$ cat src/rtl/flash_read_seq_pkg.sv
// Shared definitions for the flash read sequencer: SPI core register map,
// control/opcode values and FSM states. FLASH_READ_SEQ_FAST_READ_EN selects fast read.
package flash_read_seq_pkg;

  localparam logic [1:0] REG_CTRL   = 2'd0;
  localparam logic [1:0] REG_DATA   = 2'd1;
  localparam logic [1:0] REG_STATUS = 2'd2;

  localparam logic [7:0] CTRL_IDLE    = 8'h80;
  localparam logic [7:0] CTRL_CS      = 8'h81;
  localparam logic [7:0] OP_READ      = 8'h03;
  localparam logic [7:0] OP_FAST_READ = 8'h0B;
  localparam logic [7:0] TX_FILL      = 8'h00;

`ifdef FLASH_READ_SEQ_FAST_READ_EN
  localparam bit FAST_READ = 1'b1;
`else
  localparam bit FAST_READ = 1'b0;
`endif

  // Header = opcode + 3 address bytes, plus one dummy byte for fast read.
  localparam logic [7:0] OP_SEL    = FAST_READ ? OP_FAST_READ : OP_READ;
  localparam logic [2:0] HDR_BYTES = FAST_READ ? 3'd5 : 3'd4;

  typedef enum logic [2:0] {
    ST_IDLE,
    ST_EN,
    ST_CS_LO,
    ST_TX,
    ST_POLL,
    ST_RX,
    ST_PUSH,
    ST_CS_HI
  } state_t;

  function automatic logic [31:0] reg_wdata(input logic [7:0] b);
    return {24'h000000, b};
  endfunction

endpackage

$ cat src/rtl/flash_read_seq_wb_acc.sv
// flash_read_wb_acc: performs one Wishbone access per start pulse and
// returns the low read byte with a single-cycle done.
module flash_read_wb_acc
  import flash_read_seq_pkg::*;
(
  input  logic        clk,
  input  logic        rst,
  input  logic        start,
  input  logic [1:0]  addr,
  input  logic        we,
  input  logic [31:0] wdata,
  output logic        done,
  output logic [7:0]  rdata,
  output logic [1:0]  wbm_addr,
  output logic [31:0] wbm_wdata,
  output logic        wbm_we,
  output logic        wbm_cyc,
  input  logic [31:0] wbm_rdata,
  input  logic        wbm_ack
);

  logic        cyc_r;
  logic        done_r;
  logic [7:0]  rdata_r;
  logic [1:0]  addr_r;
  logic        we_r;
  logic [31:0] wdata_r;
  logic        unused_rdata_s;

  // Only the byte lane of the SPI core carries information.
  assign unused_rdata_s = &{1'b0, wbm_rdata[31:8]};

  // Bus request register: launch on start, hold until ack, then idle at zero.
  always_ff @(posedge clk or negedge rst) begin
    if (!rst) begin
      cyc_r   <= 1'b0;
      done_r  <= 1'b0;
      rdata_r <= 8'h00;
      addr_r  <= 2'd0;
      we_r    <= 1'b0;
      wdata_r <= 32'h00000000;
    end else begin
      done_r <= 1'b0;
      if (cyc_r) begin
        if (wbm_ack) begin
          cyc_r   <= 1'b0;
          done_r  <= 1'b1;
          rdata_r <= wbm_rdata[7:0];
          addr_r  <= 2'd0;
          we_r    <= 1'b0;
          wdata_r <= 32'h00000000;
        end
      end else if (start) begin
        cyc_r   <= 1'b1;
        addr_r  <= addr;
        we_r    <= we;
        wdata_r <= wdata;
      end
    end
  end

  assign done      = done_r;
  assign rdata     = rdata_r;
  assign wbm_cyc   = cyc_r;
  assign wbm_addr  = addr_r;
  assign wbm_we    = we_r;
  assign wbm_wdata = wdata_r;

endmodule

$ cat src/rtl/flash_read_seq.sv
// flash_read_seq: drives an SPI core over Wishbone to issue a flash read and
// stream the bytes out. FLASH_READ_SEQ_FAST_READ_EN (package) selects opcode 0x0B + dummy byte.
module flash_read_seq
  import flash_read_seq_pkg::*;
#(
  parameter int LEN_W = 16
) (
  input  logic             clk,
  input  logic             rst,
  input  logic [23:0]      cmd_addr,
  input  logic [LEN_W-1:0] cmd_len,
  input  logic             cmd_valid,
  output logic             cmd_ready,
  output logic [7:0]       out_data,
  output logic             out_valid,
  input  logic             out_ready,
  output logic             out_last,
  output logic             busy,
  output logic [1:0]       wbm_addr,
  output logic [31:0]      wbm_wdata,
  input  logic [31:0]      wbm_rdata,
  output logic             wbm_we,
  output logic             wbm_cyc,
  input  logic             wbm_ack
);

  localparam logic [LEN_W-1:0] LEN_ZERO = LEN_W'(0);
  localparam logic [LEN_W-1:0] LEN_ONE  = LEN_W'(1);

  state_t           state_r, state_s;
  logic             pend_r;
  logic [23:0]      addr_r;
  logic [LEN_W-1:0] rem_r;
  logic [2:0]       idx_r;
  logic             cmd_ready_r, busy_r, out_valid_r, out_last_r;
  logic [7:0]       out_data_r;

  logic             accept_s, push_hs_s, bus_state_s;
  logic             acc_start_s, acc_we_s, acc_done_s;
  logic [1:0]       acc_addr_s;
  logic [7:0]       acc_byte_s, acc_rdata_s, tx_byte_s;

  assign accept_s    = cmd_valid & cmd_ready_r & (state_r == ST_IDLE);
  assign push_hs_s   = out_valid_r & out_ready;
  // pend_r blocks a second launch while the current access is outstanding.
  assign acc_start_s = bus_state_s & ~pend_r;

  // Next-state and bus request decode.
  always_comb begin
    state_s     = state_r;
    acc_addr_s  = REG_CTRL;
    acc_we_s    = 1'b0;
    acc_byte_s  = 8'h00;
    bus_state_s = 1'b1;
    case (idx_r)
      3'd0:    tx_byte_s = OP_SEL;
      3'd1:    tx_byte_s = addr_r[23:16];
      3'd2:    tx_byte_s = addr_r[15:8];
      3'd3:    tx_byte_s = addr_r[7:0];
      default: tx_byte_s = TX_FILL;
    endcase
    case (state_r)
      ST_IDLE: begin
        bus_state_s = 1'b0;
        if (accept_s && (cmd_len != LEN_ZERO)) state_s = ST_EN;
        else                                   state_s = ST_IDLE;
      end
      ST_EN: begin
        acc_we_s   = 1'b1;
        acc_byte_s = CTRL_IDLE;
        if (acc_done_s) state_s = ST_CS_LO;
        else            state_s = ST_EN;
      end
      ST_CS_LO: begin
        acc_we_s   = 1'b1;
        acc_byte_s = CTRL_CS;
        if (acc_done_s) state_s = ST_TX;
        else            state_s = ST_CS_LO;
      end
      ST_TX: begin
        acc_addr_s = REG_DATA;
        acc_we_s   = 1'b1;
        acc_byte_s = tx_byte_s;
        if (acc_done_s) state_s = ST_POLL;
        else            state_s = ST_TX;
      end
      ST_POLL: begin
        acc_addr_s = REG_STATUS;
        if (!acc_done_s)             state_s = ST_POLL;
        else if (acc_rdata_s[0])     state_s = ST_POLL;
        else if (idx_r < HDR_BYTES)  state_s = ST_TX;
        else                         state_s = ST_RX;
      end
      ST_RX: begin
        acc_addr_s = REG_DATA;
        if (acc_done_s) state_s = ST_PUSH;
        else            state_s = ST_RX;
      end
      ST_PUSH: begin
        bus_state_s = 1'b0;
        if (!push_hs_s)            state_s = ST_PUSH;
        else if (rem_r == LEN_ONE) state_s = ST_CS_HI;
        else                       state_s = ST_TX;
      end
      ST_CS_HI: begin
        acc_we_s   = 1'b1;
        acc_byte_s = CTRL_IDLE;
        if (acc_done_s) state_s = ST_IDLE;
        else            state_s = ST_CS_HI;
      end
      default: begin
        bus_state_s = 1'b0;
        state_s     = ST_IDLE;
      end
    endcase
  end

  // State, command context and registered outputs.
  always_ff @(posedge clk or negedge rst) begin
    if (!rst) begin
      state_r     <= ST_IDLE;
      pend_r      <= 1'b0;
      addr_r      <= 24'h000000;
      rem_r       <= LEN_ZERO;
      idx_r       <= 3'd0;
      cmd_ready_r <= 1'b0;
      busy_r      <= 1'b0;
      out_valid_r <= 1'b0;
      out_last_r  <= 1'b0;
      out_data_r  <= 8'h00;
    end else begin
      state_r <= state_s;
      if (acc_start_s)     pend_r <= 1'b1;
      else if (acc_done_s) pend_r <= 1'b0;
      if (accept_s) begin
        addr_r <= cmd_addr;
        rem_r  <= cmd_len;
        idx_r  <= 3'd0;
      end
      // Header bytes advance the index; once at HDR_BYTES every TX is a data slot.
      if ((state_r == ST_POLL) && acc_done_s && !acc_rdata_s[0] && (idx_r < HDR_BYTES))
        idx_r <= idx_r + 3'd1;
      if ((state_r == ST_RX) && acc_done_s)
        out_data_r <= acc_rdata_s;
      if (push_hs_s && (rem_r != LEN_ZERO))
        rem_r <= rem_r - LEN_ONE;
      cmd_ready_r <= (state_s == ST_IDLE);
      busy_r      <= (state_s != ST_IDLE);
      out_valid_r <= (state_s == ST_PUSH);
      out_last_r  <= (state_s == ST_PUSH) && (rem_r == LEN_ONE);
    end
  end

  flash_read_wb_acc u_acc (
    .clk       (clk),
    .rst       (rst),
    .start     (acc_start_s),
    .addr      (acc_addr_s),
    .we        (acc_we_s),
    .wdata     (reg_wdata(acc_byte_s)),
    .done      (acc_done_s),
    .rdata     (acc_rdata_s),
    .wbm_addr  (wbm_addr),
    .wbm_wdata (wbm_wdata),
    .wbm_we    (wbm_we),
    .wbm_cyc   (wbm_cyc),
    .wbm_rdata (wbm_rdata),
    .wbm_ack   (wbm_ack)
  );

  assign cmd_ready = cmd_ready_r;
  assign busy      = busy_r;
  assign out_valid = out_valid_r;
  assign out_last  = out_last_r;
  assign out_data  = out_data_r;

endmodule
$ cat config.mk
export PLATFORM = sky130hd
export DESIGN_NAME = flash_read_seq
export DESIGN_NICKNAME = d
export VERILOG_FILES = /design/src/rtl/flash_read_seq_pkg.sv /design/src/rtl/flash_read_seq_wb_acc.sv /design/src/rtl/flash_read_seq.sv
export SDC_FILE = /design/constraint.sdc
export NUM_CORES = 1
export LEC_CHECK = 0
export CORE_MARGIN = 2
export CORE_UTILIZATION = 47
export CTS_BUF_LIST = sky130_fd_sc_hd__clkbuf_16
export CTS_CLUSTER_DIAMETER = 120
export DETAILED_ROUTE_END_ITERATION = 12
export MAX_ROUTING_LAYER = met4
export PLACE_DENSITY = 0.77
export SYNTH_ARGS = -nofsm -noshare
export SYNTH_HDL_FRONTEND = slang
export SYNTH_SLANG_ARGS = --single-unit
$ cat constraint.sdc
create_clock -name clk -period 2.27 [get_ports clk]
set_input_delay 0.454 -clock clk [delete_from_list [all_inputs] [get_ports clk]]
set_output_delay 0.454 -clock clk [all_outputs]
set_load 0.01 [all_outputs]
# Word level (Yosys, flattened, before mapping)
# Cells that the tools add are included.
# W data, S select, Z words.
# classes
reduce_logical,24
n_mux,37
addsub,2
eq_ne,13
order_cmp,1
bitwise_logic,5
# ops
cell,count
$mux W32,3
$mux W16,2
$pmux W8 S4,1
$reduce_bool A16 Y1,2
$mux W3,9
$pmux W3 S8,1
$pmux W8 S3,1
$eq A16 B1 Y1 const B,1
$sub A16 B1 Y16 const B,1
$eq A3 B3 Y1 const B,5
$mux W1,14
$eq A3 B2 Y1 const B,4
$mux W2,5
$logic_not A3 Y1,3
$reduce_bool A2 Y1,4
$logic_and A1 B1 Y1,7
$eq A3 B1 Y1 const B,2
$reduce_or A2 Y1,3
$and A1 B1 Y1,4
$pmux W2 S2,1
$reduce_and A2 Y1,2
$reduce_or A4 Y1,1
$add A3 B1 Y3 const B,1
$lt A3 B3 Y1 const B,1
4 further kinds,4
# totals
out_inout_bits,48
inputBits,77
register_bits,104
wordCells,98

# Depth between registers and ports, before layout
# logic_depth
ltp_word,7
mapped_depth,8
mapped_depth_nobuf,7

# By module
# A second synthesis with hierarchy kept.
# unflattened
cells_unflattened,468
area_unflattened_um2,5087.4
# by_module_without_submodules
module,seq_area_each_um2,cells_per_inst,n_inst,area_each_um2
flash_read_seq,1476.4,328,1,3075.4
flash_read_wb_acc,1126.1,140,1,2011.9

# Worst setup path before layout
# OpenSTA, ideal clock, no wires.
# synth_timing
path_type,register to register
start,register rem_r[0]
end,register rem_r[14]
t_required_ns,2.203
arrival_time_ns,1.711
setup_slack_ns,0.492
period_less_slack_ns,1.778
setup_ns,0.067
path_stages_with_launch,8
path_buffers,0
path_cell_list,dfrtp_1 -> inv_1 -> ha_1 -> nor3b_1 -> and3_2 -> nand2_1 -> a21oi_1 -> o221a_1
# synth_between
elab_chain_len,3
elab_cells_between_ends,5
classes_between,1 x add/sub; 1 x mux; 3 x reduce/logical
# synth_lines
element,line_no,text
from (decl),flash_read_seq.sv:33,logic [LEN_W-1:0] rem_r;
from (signal assigned),flash_read_seq.sv:137,rem_r <= cmd_len;
from (signal assigned),flash_read_seq.sv:146,rem_r <= rem_r - LEN_ONE;
branches (longest 3 deep; another with $sub A16 B1 Y16),-,
# Parallel ways; which one is timed is not known.
# A chain may end at the register's enable or synchronous reset.

# Final worst setup path
# layout_timing
start,register rem_r[0]
end,register rem_r[5]
# The elaborated chain is that of the path after synthesis.

==> impl_metrics.yaml <==
synth:
  synth.avg_cell_area_um2: 9.90
  yosysWarnings: 0
  synth-adder-area-share_pct: 2.45
  ys_dominant_reg_cell: "dfrtp_1"
  synth-edff-count: 0
  synthXorXnorAreaFrac_pct: 0.214
  synth_area_um2: 4090
  synth.area.mux_share_pct: 4.65
  async_flop_share_pct: 100
  synth_cell_types: 54
  netlist_instances: 413
  synthSimpleGateAreaFrac_pct: 22.7
  synth_top_family_by_area: "simple AND/OR/NAND/NOR gates"
  ys_seq_elements: 80
  seq_area_frac_synth_pct: 49.0
  synth_compound_area_share_pct: 13.3
pwr:
  ir_worst_vdd_uv: 441
  p_leak_nw: 2.29
  power_density_nw_per_um2: 1090
setup_path:
  critPathRequiredTime_ps: 2490
  worstPathArrival_ps: 2310
  worstSetupPathType: "register to register"
  worst_setup_path_end_kind: "register"
  start_kind: "register"
  crit_path_max_fanout: 6
route:
  drt-met1-wl_mm: 4.18
  dr.pass1.iters: 5
  drtIter0Drc: 142
  wl_met2_mm: 4.74
  dr_wl_met3_um: 501
  routed.top_layer: "met4"
  wl_mm: 9.56
  postRouteAntennaNets: 0
  wire_per_inst_um: 15.6
  viasPerCell: 5.53
  vias: 3376
  drc: 0
floorplan:
  start_util_pct: 47.6
  dieArea_um2: 9460
  core_um2: 8590
  rows: 34
  die_h_um: 97.3
  die_x_um: 97.3
  boundaryPins: 125
clock_tree:
  clk_latency_ps: 340
  path_clk_slew_ps: 60
  cts_hold_buf: 0
  numCtsBuffers: 9
  cts_root_buffer: "clkbuf_16"
  clock_sinks: 80
  cts-resized-gates: 0
  h-tree-depth: 3
  post_cts_buffers: 0
  cts_tree: "yes"
  clockBufferDepth: 2
global_routing:
  grt_pass1_vias: 3363
  grt_max_degree: 47
  grt.total_usage_pct: 21.4
  overflow: 0
  antenna_found_initial: 0
  grt_pass1_wl_mm: 16.1
finish:
  drive_gt1_share_pct: 12.9
  final_nets: 583
  diodes: 0
  multi_input_area_um2: 1860
  areaGrowthSynthToFinish_pct: 28.2
  final_cell_mix: "nand2_1, dfrtp_1, clkdlybuf4s50_1, conb_1, nor2_1"
  final_common_cell: "nand2_1"
  final_area_um2: 5240
  fillCellCount: 727
  regArea_um2: 2000
timing:
  fmax_mhz: 478
  max_slew.worst_pin.slew_ps: 604
  tns_ps: 0
  min_period_ps: 2090
  rsz0062_at_grt: "no"
  maxSlewHeadroom_pct: 59.7
  slew_viol_final: 0
  period_share_pct: 92.1
  finClkSkew_ps: 7.17
  hold_viol_final: 0
  finalSetupViolations: 0
outcome:
  status: "finished clean"
placement:
  io_buffers: 76
  place_hpwl_mm: 6.81
  place_area_um2: 4930
  routabilityCongestion: 0.877
job:
  drv_cap: 0
worst_hold_path:
  hold_path.class: "primary input to asynchronous set/reset pin"
state kept, by name (all words and copies together) (netlist names):
| name | count |
|---|---|
| addr_r | 24 |
| state_r | 3 |
| idx_r | 3 |
| pend_r | 1 |
| busy | 1 |
| u_acc.wbm_we | 1 |
| u_acc.wbm_wdata | 8 |
| out_valid | 1 |
| u_acc.wbm_cyc | 1 |
| u_acc.wbm_addr | 2 |
| out_data | 8 |
| u_acc.rdata | 8 |
| cmd_ready | 1 |
| rem_r | 16 |
| u_acc.done | 1 |
| out_last | 1 |
cell usage after synthesis, types with 2 or more instances:
master,instances,area share (%)
nor4_1,5,0.77
inv_1,9,0.83
nor2b_1,4,0.61
nor3b_1,3,0.55
and2_1,2,0.31
nor4_2,2,0.61
nor3_1,11,1.3
ha_1,8,2.4
a211oi_1,3,0.55
nand3_1,18,2.2
o21a_1,6,1.1
dfrtp_1,80,49
or3_1,2,0.31
o2bb2ai_1,6,1.3
nor4_4,2,1.0
buf_6,4,1.1
a222oi_1,6,1.5
nand4_1,9,1.4
nand4b_1,3,0.64
nand2_1,90,8.3
o21ai_0,8,0.98
o22ai_1,2,0.31
a221oi_1,2,0.43
nor2_1,20,1.8
a21oi_1,14,1.7
o221a_2,2,0.55
buf_2,2,0.24
o221a_1,9,2.5
o21ai_2,2,0.43
mux2_2,16,4.4
buf_4,24,4.4
nand2b_1,4,0.61
a31oi_1,3,0.46
clkbuf_1,12,1.1
routing by layer:
metal / track usage [%] / vias up
li1: - / 1601
met1: 27.7 / 1625
met2: 34.6 / 136
met3: 3.67 / 14
met4: 7.26 / 0
met5: - / -
cell type report:
| type | count | share of cell area, % |
|---|---|---|
| well taps | 108 | 2.58 |
| multi-input cells | 305 | 35.5 |
| inverters | 9 | 0.645 |
| flip-flops and latches | 80 | 38.2 |
| repair buffers | 93 | 17.1 |
| clock buffers | 9 | 4.30 |
| clock inverters | 7 | 1.65 |
worst max-delay path: stages, from the launching register on:
cell     delay, ps
dfrtp_1        430
inv_1          130
ha_1           150
nor3b_1        320
nand4_2        230
a21oi_2        370
a21oi_1         80
o221a_1        250
cells by family after synthesis:
kind of cell / count (synthesis)
other cells: 1
buf+inv: 51
compound gates: 70
fa+ha+maj: 8
xor+xnor: 1
simple gates: 185
flops: 80
mux: 17
per-stage QoR:
stage	hold slack (ps)	total power, mW	cells	utilization (%)	setup WS (ps)
floorplan	158	3.44	436	-	492
detailed placement	465	4.20	595	57.3	58.9
global placement	460	4.07	595	57.3	45.2
finish	125	5.69	611	61.0	179
global route	182	6.03	611	61.0	46.1
CTS	155	5.73	611	61.0	211
power breakdown:
group          internal, mW  switching (mW)
combinational         0.916           0.878
sequential             1.92           0.472
clock                 0.879           0.630
worst paths after layout:
| path | slack [ps] | end | cells after the start | from |
|---|---|---|---|---|
| hold reg to reg | 480 | addr_r[17] | 2 | addr_r[17] |
| min in group clk | 480 | addr_r[17] | 2 | addr_r[17] |
| max in group asynchronous | 1540 | addr_r[8] | 2 | rst |
| setup / recovery | 180 | rem_r[5] | 7 | rem_r[0] |
| setup reg to reg | 180 | rem_r[5] | 7 | rem_r[0] |
| hold / removal | 120 | rem_r[10] | 1 | rst |
No activity file was read; power rests on OpenSTA's default activity.
